## src/rtl/ecpeta_pipe_adder.sv

```systemverilog
// Error-compensated approximate adder with per-transaction depth; 2-stage valid/ready pipe, result 2 cycles after accept.
// Stalls hold out_* stable; optional error monitor enabled by ECPETA_ERRSTAT_EN.
module ecpeta_pipe_adder #(
  parameter int N    = 16,
  parameter int LMAX = 8,
  parameter int LW   = $clog2(N),
  parameter int CW   = 16,
  parameter int AW   = 24
) (
  input  logic          clk,
  input  logic          rst_n,
  input  logic          in_valid,
  output logic          in_ready,
  input  logic [N-1:0]  in_a,
  input  logic [N-1:0]  in_b,
  input  logic [LW-1:0] in_l,
  output logic          out_valid,
  input  logic          out_ready,
  output logic [N-1:0]  out_sum,
  output logic          out_cout,
  output logic [LW-1:0] out_l,
  input  logic          stat_clr,
  output logic [CW-1:0] err_cnt,
  output logic [AW-1:0] err_acc
);

  logic          s1_valid, s2_valid, s1_adv, s2_adv;
  logic [N-1:0]  s1_a, s1_b;
  logic [LW-1:0] s1_l, l_san;

  assign s2_adv    = !s2_valid || out_ready;
  assign s1_adv    = !s1_valid || s2_adv;
  assign in_ready  = s1_adv;
  assign out_valid = s2_valid;

  // Depths below 3 collapse to exact mode; oversize requests clamp to LMAX.
  always_comb begin
    if (in_l < LW'(3))         l_san = '0;
    else if (in_l > LW'(LMAX)) l_san = LW'(LMAX);
    else                       l_san = in_l;
  end

  always_ff @(posedge clk) begin
    if (!rst_n) begin
      s1_valid <= 1'b0;
      s1_a     <= '0;
      s1_b     <= '0;
      s1_l     <= '0;
    end else if (s1_adv) begin
      s1_valid <= in_valid;
      if (in_valid) begin
        s1_a <= in_a;
        s1_b <= in_b;
        s1_l <= l_san;
      end
    end
  end

  logic [N-1:0] g, lo;
  logic         cin, orr;
  logic [N:0]   up, res;
  int           lv;

  always_comb begin
    lv  = int'(s1_l);
    g   = s1_a & s1_b;
    cin = 1'b0;
    orr = 1'b0;
    lo  = '0;
    for (int i = 0; i < LMAX; i++)
      if (i == lv - 1 || i == lv - 2) cin = cin | g[i];
    // Walk downward so orr holds the generates strictly above bit i (up to L-2).
    for (int i = LMAX - 1; i >= 0; i--) begin
      if (i == lv - 1) begin
        lo[i] = (s1_a[i] | s1_b[i]) & ~cin;
      end else if (i < lv - 1) begin
        lo[i] = s1_a[i] | s1_b[i] | orr;
        orr   = orr | g[i];
      end
    end
    up  = (({1'b0, s1_a} >> s1_l) + ({1'b0, s1_b} >> s1_l) + (N+1)'(cin)) << s1_l;
    res = up | {1'b0, lo};
  end

  always_ff @(posedge clk) begin
    if (!rst_n) begin
      s2_valid <= 1'b0;
      out_sum  <= '0;
      out_cout <= 1'b0;
      out_l    <= '0;
    end else if (s2_adv) begin
      s2_valid <= s1_valid;
      if (s1_valid) begin
        out_sum  <= res[N-1:0];
        out_cout <= res[N];
        out_l    <= s1_l;
      end
    end
  end

`ifdef ECPETA_ERRSTAT_EN
  logic [N:0]  exact, d1, s2_d;
  logic [AW:0] acc_sum;

  assign exact   = {1'b0, s1_a} + {1'b0, s1_b};
  assign d1      = (exact >= res) ? (exact - res) : (res - exact);
  assign acc_sum = {1'b0, err_acc} + (AW+1)'(s2_d);

  always_ff @(posedge clk) begin
    if (!rst_n)                    s2_d <= '0;
    else if (s2_adv && s1_valid)   s2_d <= d1;
  end

  // Clear beats a coincident handshake; its error is dropped.
  always_ff @(posedge clk) begin
    if (!rst_n || stat_clr) begin
      err_cnt <= '0;
      err_acc <= '0;
    end else if (out_valid && out_ready && s2_d != '0) begin
      if (err_cnt != '1) err_cnt <= err_cnt + CW'(1);
      err_acc <= acc_sum[AW] ? '1 : acc_sum[AW-1:0];
    end
  end
`else
  logic stat_clr_unused;
  assign stat_clr_unused = stat_clr;
  assign err_cnt = '0;
  assign err_acc = '0;
`endif

endmodule

```

## config.mk

```make
export PLATFORM = sky130hd
export DESIGN_NAME = ecpeta_pipe_adder
export DESIGN_NICKNAME = d
export VERILOG_FILES = /design/src/rtl/ecpeta_pipe_adder.sv
export SDC_FILE = /design/constraint.sdc
export NUM_CORES = 1
export LEC_CHECK = 0
export BUFFER_PORTS_ARGS = -buffer_cell sky130_fd_sc_hd__clkbuf_2
export CAP_MARGIN = 15
export CORE_UTILIZATION = 62
export CTS_CLUSTER_SIZE = 28
export DETAILED_ROUTE_END_ITERATION = 10
export PLACE_DENSITY = 0.87
export SYNTH_ARGS = -nofsm -noshare
export SYNTH_HDL_FRONTEND = slang
export SYNTH_SLANG_ARGS = --single-unit
```

## constraint.sdc

```tcl
create_clock -name clk -period 10.5 [get_ports clk]
set_clock_uncertainty 0.1 [all_clocks]
set_input_delay 0.525 -clock clk [delete_from_list [all_inputs] [get_ports clk]]
set_output_delay 0.525 -clock clk [all_outputs]
set_load 0.05 [all_outputs]
```

==> flow_summary.json, run 1 <==
{
  "avgSynthCellArea_um2": 6.952,
  "layout.nets": 940,
  "dieWidth_um": 99.63,
  "worst-endpoint-required_ns": 10.65,
  "relSlewSlack": 0.2657,
  "final_cells": 1008,
  "start_util": 0.6395,
  "worstSetupPathType": "reg -> reg",
  "cp.arrival_ns": 6.41,
  "die_h_um": 99.63,
  "grt_max_degree": 78,
  "dr.first_iter.drc_count": 562,
  "synthArstFlopShare": 0,
  "core_area_um2": 9240,
  "synth_common_cells": "nand2_1 (151), a21oi_1 (99), nor2_1 (74), dfxtp_1 (59), o21ai_0 (46)",
  "grt_pass1_vias": 5615,
  "worst_r2r_path_depth": 20,
  "synth_seq_area_share": 0.1999,
  "min_period_over_period": 0.5962,
  "area_growth_pct": 5.696,
  "grt.overflow.total": 0,
  "port-buffer-count": 62,
  "placed_area_um2": 6066,
  "syn_inst": 850,
  "cts_tree": "yes",
  "place_congestion": 0.9526,
  "final_cell_area_um2": 6246,
  "dp_hpwl_um": 12010,
  "cts_resized": 0,
  "diodes": 0,
  "tightest_slew_ns": 1.102,
  "synth_ff_type": "dfxtp_1",
  "synthTopCellsByArea": "dfxtp_1 (20%), nand2_1 (9.6%), a21oi_1 (8.4%)",
  "hold_path_startpoint": "in_a[7]",
  "slowest_stage": "xnor2_1",
  "ant_nets": 0,
  "yosysTopAreaCell": "dfxtp_1",
  "cpPeakStageDelay_ns": 0.54,
  "wl_um": 16870,
  "synth_top_area_frac": 0.1999,
  "antenna_found_initial": 0,
  "post_cts_buffers": 0,
  "outcome": "complete, no violations",
  "total_power_uw": 766.2,
  "post-route-min-period_ns": 6.261,
  "tns_ns": 0,
  "placed_cells": 992,
  "r2r_slack_ns": 4.24,
  "synth_cell_types": 72,
  "htree_levels": 3,
  "slew_viol_final": 0,
  "crit_end": "out_sum[14]",
  "ctsHoldBuffers": 0,
  "clk_path_buf_depth": 2,
  "drv_cap": 0,
  "vias": 6353,
  "drc": 0,
  "worstSetupStartpointType": "register",
  "ys_seq_elements": 59,
  "rsz0062_at_grt": "no",
  "yosysMostFrequentCell": "nand2_1",
  "power_leakage_nw": 2.680,
  "clock_sinks": 59,
  "num_io_pins": 104,
  "wl_per_cell_um": 16.73,
  "viasPerCell": 6.303,
  "crit_path_max_fanout": 19,
  "clk_latency_ns": 0.36,
  "grt_first_pass_wirelength_um": 27620,
  "report.final.setup_viol": 0,
  "clk_pin_slew_ns": 0.09,
  "hold_class": "in -> reg",
  "drive_gt1_frac": 0.1286,
  "yosysWarnings": 0,
  "max_freq_mhz": 159.7,
  "row_count": 35,
  "die_area_um2": 9926,
  "crit_chain": "clkinv_1 -> ha_1 -> a21boi_2 -> xnor2_1 -> and3_1 -> ha_1 -> a31o_2 -> nand3_1 -> nand4_1 -> nor3_2 -> fa_1 -> fa_1 -> nand2b_1 -> a211oi_2 -> o21a_1 -> nor2_1 -> xnor2_1 -> mux4_2 -> a221o_1 -> a32o_1",
  "reg2reg_from": "s1_l[2]",
  "cp-end-kind": "register",
  "synth_area_um2": 5909,
  "worstSetupStartpoint": "s1_l[2]",
  "synth_edf_count": 0,
  "grtUsageTotal": 0.3505,
  "power-per-cell-area_nw_per_um2": 122.7,
  "dr.pass1.iters": 5,
  "hold_viol": 0,
  "r2r_end": "out_sum[14]",
  "root_buffer": "clkbuf_8",
  "cts_buffers": 9,
  "max-vdd-ir-drop_mv": 0.09132
}
-- cells by family (layout without fill, tap and decap cells) --
logic type,count (synthesis),count (layout),share of synthesized area
buf+inv,109,99,0.09655
simple gates,328,328,0.2498
fa+ha+maj,25,25,0.05547
compound gates,280,280,0.3066
xor+xnor,11,11,0.01630
other cells,1,40,0.0006346
flops,59,59,0.1999
mux,37,37,0.07474
-- worst min path at each step --
stage                    end  slack, ns  cells after the start
finish               s1_a[7]       0.27                      3
CTS                  s1_a[7]       0.27                      3
detailed placement  out_l[1]       0.35                      2
global route         s1_a[7]       0.29                      3
global placement    out_l[0]       0.35                      2
floorplan           s1_a[10]       0.34                      2
-- area by class of cell --
class,instances,area [µm²]
multi-input combinational,721,4304
fill,856,2994
sequential,59,1185
timing repair buffer,69,362.8
tap,129,161.4
clock buffer,12,155.1
inverter,14,52.55
clock inverter,4,25.02
-- layout by cell type (no fill, tap or decap), types with 8 or more instances in the layout --
cell,synthesis,layout
clkbuf_2,1,62
and3_1,12,12
nor3_1,10,10
dfxtp_1,59,56
o21a_1,9,9
and2_1,19,19
a211oi_1,21,21
nand3_1,19,19
o22ai_1,10,10
o21ai_0,46,46
nor2b_1,15,15
nor2_1,74,74
ha_1,23,23
clkbuf_8,0,11
inv_1,10,10
nand2_1,151,151
conb_1,1,40
a21o_1,9,9
a31oi_1,8,8
a21oi_1,99,99
mux2i_1,25,25
-- stage by stage --
step / util / worst slack [ns] / hold WS, ns
2_1_floorplan: - / 4.752 / 0.3434
3_3_place_gp: 0.6565 / 4.451 / 0.3466
3_5_place_dp: 0.6565 / 4.383 / 0.3495
4_1_cts: 0.6760 / 4.385 / 0.2703
5_1_grt: 0.6760 / 3.926 / 0.2905
6_report: 0.6760 / 4.239 / 0.2747
-- metal layers --
| layer | track usage | vias up | wire (µm) |
|---|---|---|---|
| met5 | 0 | - | 0 |
| met4 | 0.1686 | 0 | 651 |
| met3 | 0.06676 | 61 | 1789 |
| met2 | 0.5337 | 371 | 7444 |
| met1 | 0.4764 | 2867 | 6982 |
| li1 | - | 3054 | - |
-- flip-flops by register name (all words and copies together) (netlist names) --
name,cells
out_cout,1
s1_a,16
out_sum,16
s1_b,16
out_valid,1
s1_valid,1
out_l,4
s1_l,4
-- power breakdown --
group	internal, mW	switching [mW]	total (mW)	leakage [nW]
clock	0.0978	0.102	0.200	0.0884
sequential	0.237	0.0171	0.255	0.486
combinational	0.101	0.210	0.312	2.11
total	0.437	0.330	0.766	2.68
-- critical path, delay by kind of cell, from the launching register on --
family | cells | cell delay [ns]
AOI/OAI and AO/OA | 6 | 1.63
adders and majority gates | 4 | 1.55
and+or+nand+nor | 6 | 0.83
xor gates and xnor gates | 2 | 0.70
buffers and inverters | 1 | 0.53
muxes | 1 | 0.49
DFF | 1 | 0.33
Power figures use the tool's default switching activity.
==> run 2: changes to the inputs <==
- ABC_AREA: not set -> 1
- CORE_UTILIZATION: 62 -> 58
- PLACE_DENSITY: 0.87 -> 0.82
- clock period: 10.5 -> 5.9 ns (I/O delays scaled with it)
==> run 2 against run 1 <==
Wire length shrank 0.42%; first-iteration DRC count shrank 6.0%; global-route usage shrank 3.0 points; flip-flop and latch count is the same; cell count grew 23%; power grew 97%; hold slack lost 0.18 ns; via count grew 6.4%; maximum frequency grew 28%; combinational power grew 120%; register-to-register slack lost 3.2 ns; sequential power grew 77%.
==> flow_summary.json, run 2 <==
{
  "outcome": "complete, no violations",
  "num_io_pins": 104,
  "grt.overflow.total": 0,
  "slowest_stage": "inv_1",
  "hold_class": "in -> reg",
  "report.final.setup_viol": 0,
  "timing.hold.ws_ns": 0.08978,
  "fillCellCount": 1053,
  "worst-path-buf-inv": 5,
  "final_cell_area_um2": 6430,
  "wl_um": 16800,
  "synth_area_um2": 6055,
  "hold_viol": 0,
  "place_congestion": 0.9701,
  "ctsHoldBuffers": 0,
  "ant_nets": 0,
  "max_freq_mhz": 203.7,
  "final_cell_mix": "nand2_1 (303), nand3_1 (131), inv_1 (119)",
  "wl_per_cell_um": 13.56,
  "yosysMostFrequentCell": "nand2_1",
  "power_leakage_nw": 3.392,
  "die_area_um2": 10850,
  "viasPerCell": 5.456,
  "clock_sinks": 59,
  "crit_top_cell": "nand2_1",
  "syn_inst": 1070,
  "drv_cap": 0,
  "tns_ns": 0,
  "worstSetupPathType": "reg -> reg",
  "start_util": 0.6082,
  "multiInputGateArea_um2": 4041,
  "min_period_over_period": 0.8319,
  "htree_levels": 3,
  "die_h_um": 104.2,
  "grt_first_pass_wirelength_um": 28280,
  "cp.arrival_ns": 5.00,
  "cts_resized": 0,
  "synth_cell_types": 45,
  "ys_seq_elements": 59,
  "worstSetupStartpointType": "register",
  "synth_top_family_by_area": "simple AND/OR/NAND/NOR gates",
  "drc": 0,
  "core_area_um2": 9955,
  "cts_buffers": 9,
  "post_cts_buffers": 0,
  "placed_area_um2": 6230,
  "power-per-cell-area_nw_per_um2": 234.7,
  "rsz0062_at_grt": "no",
  "dr.pass1.iters": 7,
  "relSlewSlack": 0.4887,
  "drive_gt1_frac": 0.1031,
  "row_count": 36,
  "synthTopCellsByArea": "dfxtp_1 (20%), nand2_1 (19%), nand3_1 (11%)",
  "final_cells": 1239,
  "port-buffer-count": 62,
  "grt_pass1_vias": 5969,
  "root_buffer": "clkbuf_8",
  "synth_xor_area_frac": 0.01178,
  "max-vdd-ir-drop_mv": 0.1563,
  "synth_compound_area_frac": 0.1705,
  "clk_pin_slew_ns": 0.08,
  "yosysWarnings": 0,
  "yosys.area_share.simple": 0.4046,
  "cp-end-kind": "register",
  "layout.nets": 1167,
  "slew_viol_final": 0,
  "r2r_slack_ns": 0.99,
  "antenna_found_initial": 0,
  "yosysTopAreaCell": "dfxtp_1",
  "cts_tree": "yes",
  "synth_edf_count": 0,
  "grt_max_degree": 43,
  "reg_top3": "out_sum x16, s1_a x16, s1_b x16",
  "dieWidth_um": 104.2,
  "tightest_slew_ns": 0.7661,
  "muxShareOfSynthArea": 0.001653,
  "crit_family": "simple AND/OR/NAND/NOR gates",
  "seq_area_um2": 1182,
  "area_growth_pct": 6.200,
  "synth_common_cells": "nand2_1 (303), nand3_1 (131), inv_1 (119), nor2_1 (108), o21ai_0 (98)",
  "synthAdderAreaFrac": 0.05414,
  "clk_path_buf_depth": 2,
  "diodes": 0,
  "worst-endpoint-required_ns": 5.99,
  "fin_util": 0.6459,
  "cpPeakStageDelay_ns": 0.54,
  "dp_hpwl_um": 13080,
  "synth_ff_type": "dfxtp_1",
  "clk_latency_ns": 0.35,
  "layout_commonest_cell": "nand2_1",
  "grtUsageTotal": 0.3207,
  "post-route-min-period_ns": 4.908,
  "dr.first_iter.drc_count": 528,
  "crit_path_max_fanout": 28,
  "synthArstFlopShare": 0,
  "vias": 6760,
  "avgSynthCellArea_um2": 5.658,
  "synth_top_area_frac": 0.1951,
  "placed_cells": 1223,
  "synth_seq_area_share": 0.1951
}
## run 2: layout make-up
| type | count | area share |
|---|---|---|
| Clock buffer | 9 | 0.01926 |
| Inverter | 123 | 0.07180 |
| Sequential cell | 59 | 0.1839 |
| Clock inverter | 7 | 0.01187 |
| Timing Repair Buffer | 71 | 0.05877 |
| Multi-Input combinational cell | 837 | 0.6285 |
| Tap cell | 133 | 0.02588 |
## run 2: where the power goes
part / internal (mW) / switching (mW) / total [mW]
Clock: 0.197 / 0.186 / 0.383
Sequential: 0.429 / 0.0222 / 0.451
Combinational: 0.194 / 0.481 / 0.675
## run 2: metal layers
metal  wire, µm  global-route usage  vias up  share of wire
met1       7320              0.4279     2938           0.44
met4        527              0.1204        0          0.031
met5          0                   0        -              0
met3       1520             0.05013       53          0.090
met2       7429              0.5195      322           0.44
li1           -                   -     3447              -
## run 2: path summary, 6_finish.rpt
check,from,to,cells past startpoint
max,s1_l[1],out_cout,28
min,in_b[9],s1_b[9],3
max reg2reg,s1_l[1],out_cout,28
min reg2reg,out_sum[11],out_sum[11],2
## run 2: logic make-up (layout without fill, tap and decap cells)
kind of cell,Yosys count,after routing
and+or+nand+nor,577,577
buffers and inverters,213,210
AOI/OAI and AO/OA,188,188
DFF,59,59
adders and majority gates,25,25
xor gates and xnor gates,6,6
other,1,40
muxes,1,1
## run 2: per-stage QoR
step	setup slack [ns]	power (mW)
after floorplan	1.350	1.002
after global placement	1.126	1.116
after detailed placement	1.043	1.122
after CTS	1.019	1.502
after global routing	0.5358	1.617
final	0.9920	1.509
## run 2: tightest hold or removal path, cell delays in order
cell and delay [ns]:
clkbuf_2 0.07, o21ai_0 0.07, nor2_1 0.08
